[src/rtl/nfc_pkg.sv]
// Shared types and constants for the NFC command arbiter.
package nfc_pkg;

  localparam int OPC_W = 16;
  localparam int LBA_W = 48;
  localparam int LEN_W = 24;
  localparam int CNT_W = 24;

  // Status byte reported to the requester when the channel never completed.
  localparam logic [7:0] SR_TIMEOUT = 8'hFF;

  typedef enum logic [1:0] {
    ST_IDLE      = 2'd0,
    ST_ISSUE     = 2'd1,
    ST_WAIT_DONE = 2'd2
  } state_t;

endpackage

[src/rtl/nfc_rr_pick.sv]
// Combinational round-robin picker: first set bit at or above ptr, wrapping to 0.
module nfc_rr_pick #(
  parameter int N = 2,
  parameter int W = 1
) (
  input  logic [N-1:0] valid,
  input  logic [W-1:0] ptr,
  output logic [W-1:0] idx,
  output logic         found
);

  always_comb begin
    int j;
    idx   = '0;
    found = 1'b0;
    j     = 0;
    // Walk offsets from farthest to nearest so the nearest set bit is written last.
    for (int k = N - 1; k >= 0; k--) begin
      j = int'(ptr) + k;
      if (j >= N) j = j - N;
      if (valid[j[W-1:0]]) begin
        found = 1'b1;
        idx   = j[W-1:0];
      end
    end
  end

endmodule

[src/rtl/nfc_cmd_arbiter.sv]
// Round-robin arbiter sharing one NFC channel command port among REQ_NUM requesters,
// with a watchdog on the channel completion.
module nfc_cmd_arbiter
  import nfc_pkg::*;
#(
  parameter int REQ_NUM        = 2,
  parameter int TIMEOUT_CYCLES = (1 << 24) - 1
) (
  input  logic                         clk,
  input  logic                         rst,
  input  logic [REQ_NUM-1:0]           req_valid,
  output logic [REQ_NUM-1:0]           req_ready,
  input  logic [16*REQ_NUM-1:0]        req_opc,
  input  logic [48*REQ_NUM-1:0]        req_lba,
  input  logic [24*REQ_NUM-1:0]        req_len,
  output logic [REQ_NUM-1:0]           req_done,
  output logic                         req_err,
  output logic [7:0]                   req_sr,
  output logic                         o_valid,
  input  logic                         i_ready,
  output logic [15:0]                  o_opc,
  output logic [47:0]                  o_lba,
  output logic [23:0]                  o_len,
  input  logic                         i_done,
  input  logic [7:0]                   i_sr,
  output logic                         o_busy,
  output logic [$clog2(REQ_NUM)-1:0]   o_grant
);

  localparam int GW = $clog2(REQ_NUM);
  localparam logic [CNT_W-1:0] CNT_LAST = CNT_W'(TIMEOUT_CYCLES - 1);

  state_t           state, state_nxt;
  logic [GW-1:0]    rr_ptr, pick_idx, grant_next;
  logic             pick_found;
  logic [CNT_W-1:0] cnt;
  logic             accept, issue_go, done_ok, done_to;

  nfc_rr_pick #(.N(REQ_NUM), .W(GW)) u_pick (
    .valid (req_valid),
    .ptr   (rr_ptr),
    .idx   (pick_idx),
    .found (pick_found)
  );

  // Handshakes: a requester command transfers in the cycle req_valid[i] && req_ready[i];
  // the channel command transfers in the cycle o_valid && i_ready.
  assign accept     = (state == ST_IDLE) && pick_found && !rst;
  assign issue_go   = (state == ST_ISSUE) && i_ready;
  assign done_ok    = (state == ST_WAIT_DONE) && i_done;
  // A completion arriving on the terminal count takes priority over the timeout.
  assign done_to    = (state == ST_WAIT_DONE) && !i_done && (cnt == CNT_LAST);
  assign grant_next = (o_grant == GW'(REQ_NUM - 1)) ? '0 : o_grant + 1'b1;

  assign req_ready  = accept ? (REQ_NUM'(1) << pick_idx) : '0;
  assign o_valid    = (state == ST_ISSUE);
  assign o_busy     = (state != ST_IDLE);

  always_ff @(posedge clk) begin
    if (rst) state <= ST_IDLE;
    else     state <= state_nxt;
  end

  always_comb begin
    state_nxt = state;
    case (state)
      ST_IDLE:      if (accept) state_nxt = ST_ISSUE;
      ST_ISSUE:     if (issue_go) state_nxt = ST_WAIT_DONE;
      ST_WAIT_DONE: if (done_ok || done_to) state_nxt = ST_IDLE;
      default:      state_nxt = ST_IDLE;
    endcase
  end

  always_ff @(posedge clk) begin
    if (rst) begin
      rr_ptr   <= '0;
      o_grant  <= '0;
      o_opc    <= '0;
      o_lba    <= '0;
      o_len    <= '0;
      cnt      <= '0;
      req_done <= '0;
      req_err  <= 1'b0;
      req_sr   <= '0;
    end else begin
      req_done <= '0;
      if (accept) begin
        o_grant <= pick_idx;
        o_opc   <= req_opc[OPC_W*int'(pick_idx) +: OPC_W];
        o_lba   <= req_lba[LBA_W*int'(pick_idx) +: LBA_W];
        o_len   <= req_len[LEN_W*int'(pick_idx) +: LEN_W];
      end
      if (issue_go) cnt <= '0;
      else if (state == ST_WAIT_DONE) cnt <= cnt + 1'b1;
      if (done_ok || done_to) begin
        req_done <= REQ_NUM'(1) << o_grant;
        req_err  <= done_to;
        req_sr   <= done_ok ? i_sr : SR_TIMEOUT;
        rr_ptr   <= grant_next;
      end
    end
  end

endmodule

[config.mk]
export PLATFORM = sky130hd
export DESIGN_NAME = nfc_cmd_arbiter
export DESIGN_NICKNAME = d
export VERILOG_FILES = /design/src/rtl/nfc_pkg.sv /design/src/rtl/nfc_rr_pick.sv /design/src/rtl/nfc_cmd_arbiter.sv
export SDC_FILE = /design/constraint.sdc
export NUM_CORES = 1
export LEC_CHECK = 0
export CORE_AREA = 3 3 113 115
export DETAILED_ROUTE_END_ITERATION = 7
export DIE_AREA = 0 0 116 118
export DONT_BUFFER_PORTS = 1
export PLACE_DENSITY = 0.62
export SLEW_MARGIN = 10
export SYNTH_ARGS = -nofsm -noshare
export SYNTH_HDL_FRONTEND = slang
export SYNTH_SLANG_ARGS = --single-unit
[constraint.sdc]
create_clock -name clk -period 2.66 [get_ports clk]
set_clock_uncertainty 0.15 [all_clocks]
set_input_delay 0.532 -clock clk [delete_from_list [all_inputs] [get_ports clk]]
set_output_delay 0.532 -clock clk [all_outputs]
set_load 0.02 [all_outputs]
=== Word level (Yosys, flattened, before mapping) ===
Index checks and enable logic that the tools add are counted.

* Add/sub/neg operators: 5
* Multiply operators: 2
* Magnitude comparators: 4
* Equal/unequal tests: 6
* Shift operators: 5
* Multiplexer cells: 17
* Bitwise gates (word level): 1
* Reduce and logical (&&, ||, !) cells: 14

{| class="wikitable"
|+ Operator list
! operator !! number
|-
| $shiftx A96 B8 Y48 || 1
|-
| $shiftx A48 B7 Y24 || 1
|-
| $shiftx A32 B6 Y16 || 1
|-
| $add A24 B1 Y24 const B || 1
|-
| $eq A24 B24 Y1 const B || 1
|-
| $mux W1 || 11
|-
| $mux W2 || 4
|-
| $mux W8 || 1
|-
| $logic_and A1 B1 Y1 || 6
|-
| $mul A2 B1 Y3 const A || 2
|-
| $pmux W2 S3 || 1
|-
| $lt A1 B2 Y1 const B || 2
|-
| $ne A2 B2 Y1 const B || 2
|-
| $reduce_or A2 Y1 || 2
|-
| $shl A1 B1 Y2 const A || 2
|-
| $reduce_and A3 Y1 || 1
|-
| $add A1 B1 Y2 const B || 1
|-
| $eq A2 B1 Y1 const B || 1
|-
| $eq A2 B2 Y1 const B || 1
|-
| $ge A1 B2 Y1 const B || 1
|-
| $ge A2 B2 Y1 const B || 1
|-
| $logic_not A1 Y1 || 2
|-
| $logic_not A2 Y1 || 1
|-
| $ne A2 B1 Y1 const B || 1
|-
| 5 further kinds || 6
|}

* Register bits: 127
* Bits of input ports: 190
* Output and inout bits: 104
* Logic and storage cells: 64

=== Longest topological paths before layout ===
* Depth after elaboration: 11
* Gate-level depth with buffers: 7
* Depth with buffers taken out: 6

=== Cells and area by module ===
A second synthesis with hierarchy kept.

* Cell total of the unflattened synthesis: 608
* Area total of the unflattened synthesis: 5616.6 µm²

{| class="wikitable"
|+ Modules (own cells, without submodules)
! module !! instances !! cells an instance !! area each (µm²)
|-
| nfc_cmd_arbiter || 1 || 605 || 5599.1
|-
| nfc_rr_pick || 1 || 3 || 17.5
|}

=== Worst setup path after synthesis ===
No wires, ideal clock.

* Kind: input to output
* Start: input rst
* End: output req_ready[1]
* Data arrival time: 1.659 ns
* Slack: 0.319 ns
* Cell stages on the path: 5
* Cell sequence: clkbuf_1 -> nor3_1 -> o211a_1 -> clkbuf_1 -> clkbuf_1

* Word-level cells in the longest chain between the ends: 3

{| class="wikitable"
|+ RTL lines
! item !! RTL line !! RTL
|-
| from (decl) || nfc_cmd_arbiter.sv:10 || <nowiki>input logic rst,</nowiki>
|-
| $logic_not A1 Y1 || nfc_cmd_arbiter.sv:48 || <nowiki>assign accept = (state == ST_IDLE) && pick_found && !rst;</nowiki>
|-
| $logic_and A1 B1 Y1 || nfc_cmd_arbiter.sv:48 ||
|-
| $mux W2 || nfc_cmd_arbiter.sv:55 || <nowiki>assign req_ready = accept ? (REQ_NUM'(1) << pick_idx) : '0;</nowiki>
|-
| to (decl) || nfc_cmd_arbiter.sv:12 || <nowiki>output logic [REQ_NUM-1:0] req_ready,</nowiki>
|}

Every way passes these cells.

=== Worst setup path in the final report ===
* Start: register state[1]
* End: output req_ready[0]

* Word-level cells in the longest chain between the ends: 4

{| class="wikitable"
|+ RTL lines
! item !! RTL line !! RTL
|-
| from (decl) || nfc_cmd_arbiter.sv:33 || <nowiki>state_t state, state_nxt;</nowiki>
|-
| from (signal assigned) || nfc_cmd_arbiter.sv:61 || <nowiki>else state <= state_nxt;</nowiki>
|-
| $logic_not A2 Y1 || nfc_cmd_arbiter.sv:48 ||
|-
| $logic_and A1 B1 Y1 (2 in a row) || nfc_cmd_arbiter.sv:48 ||
|-
| $mux W2 || nfc_cmd_arbiter.sv:55 ||
|}

Every way passes these cells.

==> metrics.txt <==
total of max-cap violations=0; fin crit share=~94%; Worst-Skew Late Latency=about 0.40 ns; syn avg cell area=9.62 um2; Initial DRC Count=roughly 600; full die area=~14,000 um2; initial antenna violation count=0; Via-to-Cell Ratio=around 6.6; reg2reg end=cnt[16]$_SDFFE_PP0N_; Max clock buf depth=2; Clock Sinks=roughly 130; IO Pins=294; clock-pin slew on the worst setup and hold paths=0.06 ns; layout filler cell count=1,153; final core utilization=between 40% and 50%; post-CTS setup buffer count=0; top cells by area, synth=dfxtp_1 (52%), a222oi_1 (18%), nor2_1 (8.9%); port buffer count=0; synth unique cells=approximately 40; Placeable Area=approximately 12,000 um2; Synth Flop Type=dfxtp_1; Fin. Hold Viols=0; wire per inst=around 22 um; Slew Limit Fails=0; fraction of the yosys area taken by sequential cells=a little over half; fmax=402 MHz; VDD IR-drop max=between 500 and 600 uV; Die Span Y=around 120 um; Setup WS pre-CTS=around 0.43 ns; GR Util All Layers=20.3%; total gr overflow=0; Via Count=4,247; status=finished, violations left; Layout Nets=just under 700; H-tree Lvls=4; Mapped Cells=roughly 510; synthesized area=slightly below 5000 um2; area of the multi-input gates=between 2000 and 2500 um2; Critical Path End Type=output port; CP arrival=approximately 1.8 ns; register area=roughly 2500 um2; Layout Cells excl Fill=645; CTS tree=yes; Max FO, Critical Path=89; HP Class=input pin to flop; critical path startpoint category=flop; Post-synth EDFFs=0; hold_buf cts=0; largest net degree at the start of global routing=106; area leader, netlist=dfxtp_1; syn nets=700; top cell type's share of synthesized area=~52%; r2r setup slk=0.40 ns; synth warn=0; drt total wl=between 10 and 15 mm; Initial Utilization=around 40%; share of layout cells above drive strength 1=about a tenth; cts repair resizes=0; Setup crit start=state[1]$_SDFFE_PP0P_; TritonCTS Buffers=17; R2R cell count=5; failing checks=DRC; hpwl dp=around 10 mm; Final setup viols=0; drc violations=21; Routability Congestion=0.811; First-pass DRT Iterations=8; worst setup margin=roughly 0.17 ns; DP Cell Count=613; first-pass GRT wire length=between 20 and 25 mm; pwr dens=869 nW/um2; setup TNS=0 ns; reg-to-reg startpoint=cnt[0]$_SDFFE_PP0N_; critical path type=flop to output port; Commonest cells post-synth=dfxtp_1 (127), nor2_1 (116), a222oi_1 (88), clkbuf_1 (43), a21oi_1 (15); Yosys reg bits=around 130; Max-slew headroom=around two thirds; RSZ-0062 raised after global routing=no; CTS Root Cell=clkbuf_16; critical path endpoint=req_ready[0]; most frequent cell after synthesis=dfxtp_1; row cnt=40; number of routed nets with antenna violations=0; ant diodes=0; vias in the first global route=~4,000; Die X=approximately 120 um; Final Critical Period=around 2.5 ns; CP required=around 2.0 ns; leakage=between 1.5 and 2 nW; worst slew pin tran=between 0.5 and 0.6 ns; Area Growth Syn to Fin=14.1%; FFs w/ async S/R, synth=0%
## critical path, cell delays in order (launching register included)
cell,delay (ns)
dfxtp_1,0.36
or2_2,0.41
a2111oi_4,0.26
buf_12,0.33
## metrics by stage
stage	hold WS (ns)	total power, mW	instance area (um2)
after floorplan	0.302	2.54	4880
after global placement	0.322	2.61	4990
after detailed placement	0.332	2.62	4990
after CTS	0.0283	4.90	5580
after global routing	0.0210	5.04	5580
final	0.0528	4.85	5580
## cells by family (layout without fill, tap and decap cells)
group / after synthesis / in the layout / share of synthesized area, %
AND/OR/NAND/NOR: 175 / 175 / 16.5
AO/OA/AOI/OAI: 135 / 135 / 24.5
flip-flops: 127 / 127 / 52.0
buffers and inverters: 59 / 49 / 4.64
XOR/XNOR: 9 / 9 / 1.61
adder cells (fa/ha/maj): 2 / 2 / 0.512
multiplexers: 1 / 1 / 0.231
## layer usage
| layer | routed length (um) | global-route usage, % | vias up |
|---|---|---|---|
| li1 | - | - | 1926 |
| met1 | 5240 | 22.6 | 2076 |
| met2 | 7460 | 33.3 | 228 |
| met3 | 1430 | 10.2 | 17 |
| met4 | 229 | 6.82 | 0 |
| met5 | 0 | 0 | - |
## worst min path at each step
stage                          from                     end  slack, ns  depth (start not counted)
6_report                        rst  req_sr[7]$_SDFFE_PP0P_       0.05                          1
3_5_place_dp   cnt[21]$_SDFFE_PP0N_    cnt[21]$_SDFFE_PP0N_       0.33                          2
5_1_grt                         rst  req_sr[7]$_SDFFE_PP0P_       0.02                          1
4_1_cts                         rst  req_sr[7]$_SDFFE_PP0P_       0.03                          1
2_1_floorplan  cnt[21]$_SDFFE_PP0N_    cnt[21]$_SDFFE_PP0N_       0.30                          2
3_3_place_gp   cnt[21]$_SDFFE_PP0N_    cnt[21]$_SDFFE_PP0N_       0.32                          2
## cells in the final DEF, fill, tap and decap left out, types with 6 or more instances in the layout
master     Yosys  final
dfxtp_1      127    127
nor2_1       116    116
a222oi_1      88     88
clkbuf_16      0     17
a21oi_1       15     15
nand2_1       11     11
inv_1         10     10
o21ai_0       10     10
a211oi_1       9      9
or3_1          8      8
or4_1          8      8
nand4_1        6      6
nand3_1        6      6
## layout make-up
class / instances / share of cell area [%]
timing repair buffer: 7 / 1.62
clock buffer: 17 / 7.63
tap: 147 / 3.30
inverter: 10 / 0.673
clock inverter: 15 / 2.89
multi-input combinational: 322 / 38.3
sequential: 127 / 45.6
## registers in the layout (all words and copies together) (netlist names)
register and flops:
cnt 24, o_grant 1, o_lba 48, o_len 24, o_opc 16, req_done 2
req_err 1, req_sr 8, rr_ptr 1, state 2
## report_power, final
part	switching, mW	internal [mW]
combinational	0.196	0.159
clock	0.876	1.39
sequential	0.217	2.01
total	1.29	3.56
(Power assumes the default switching activity.)
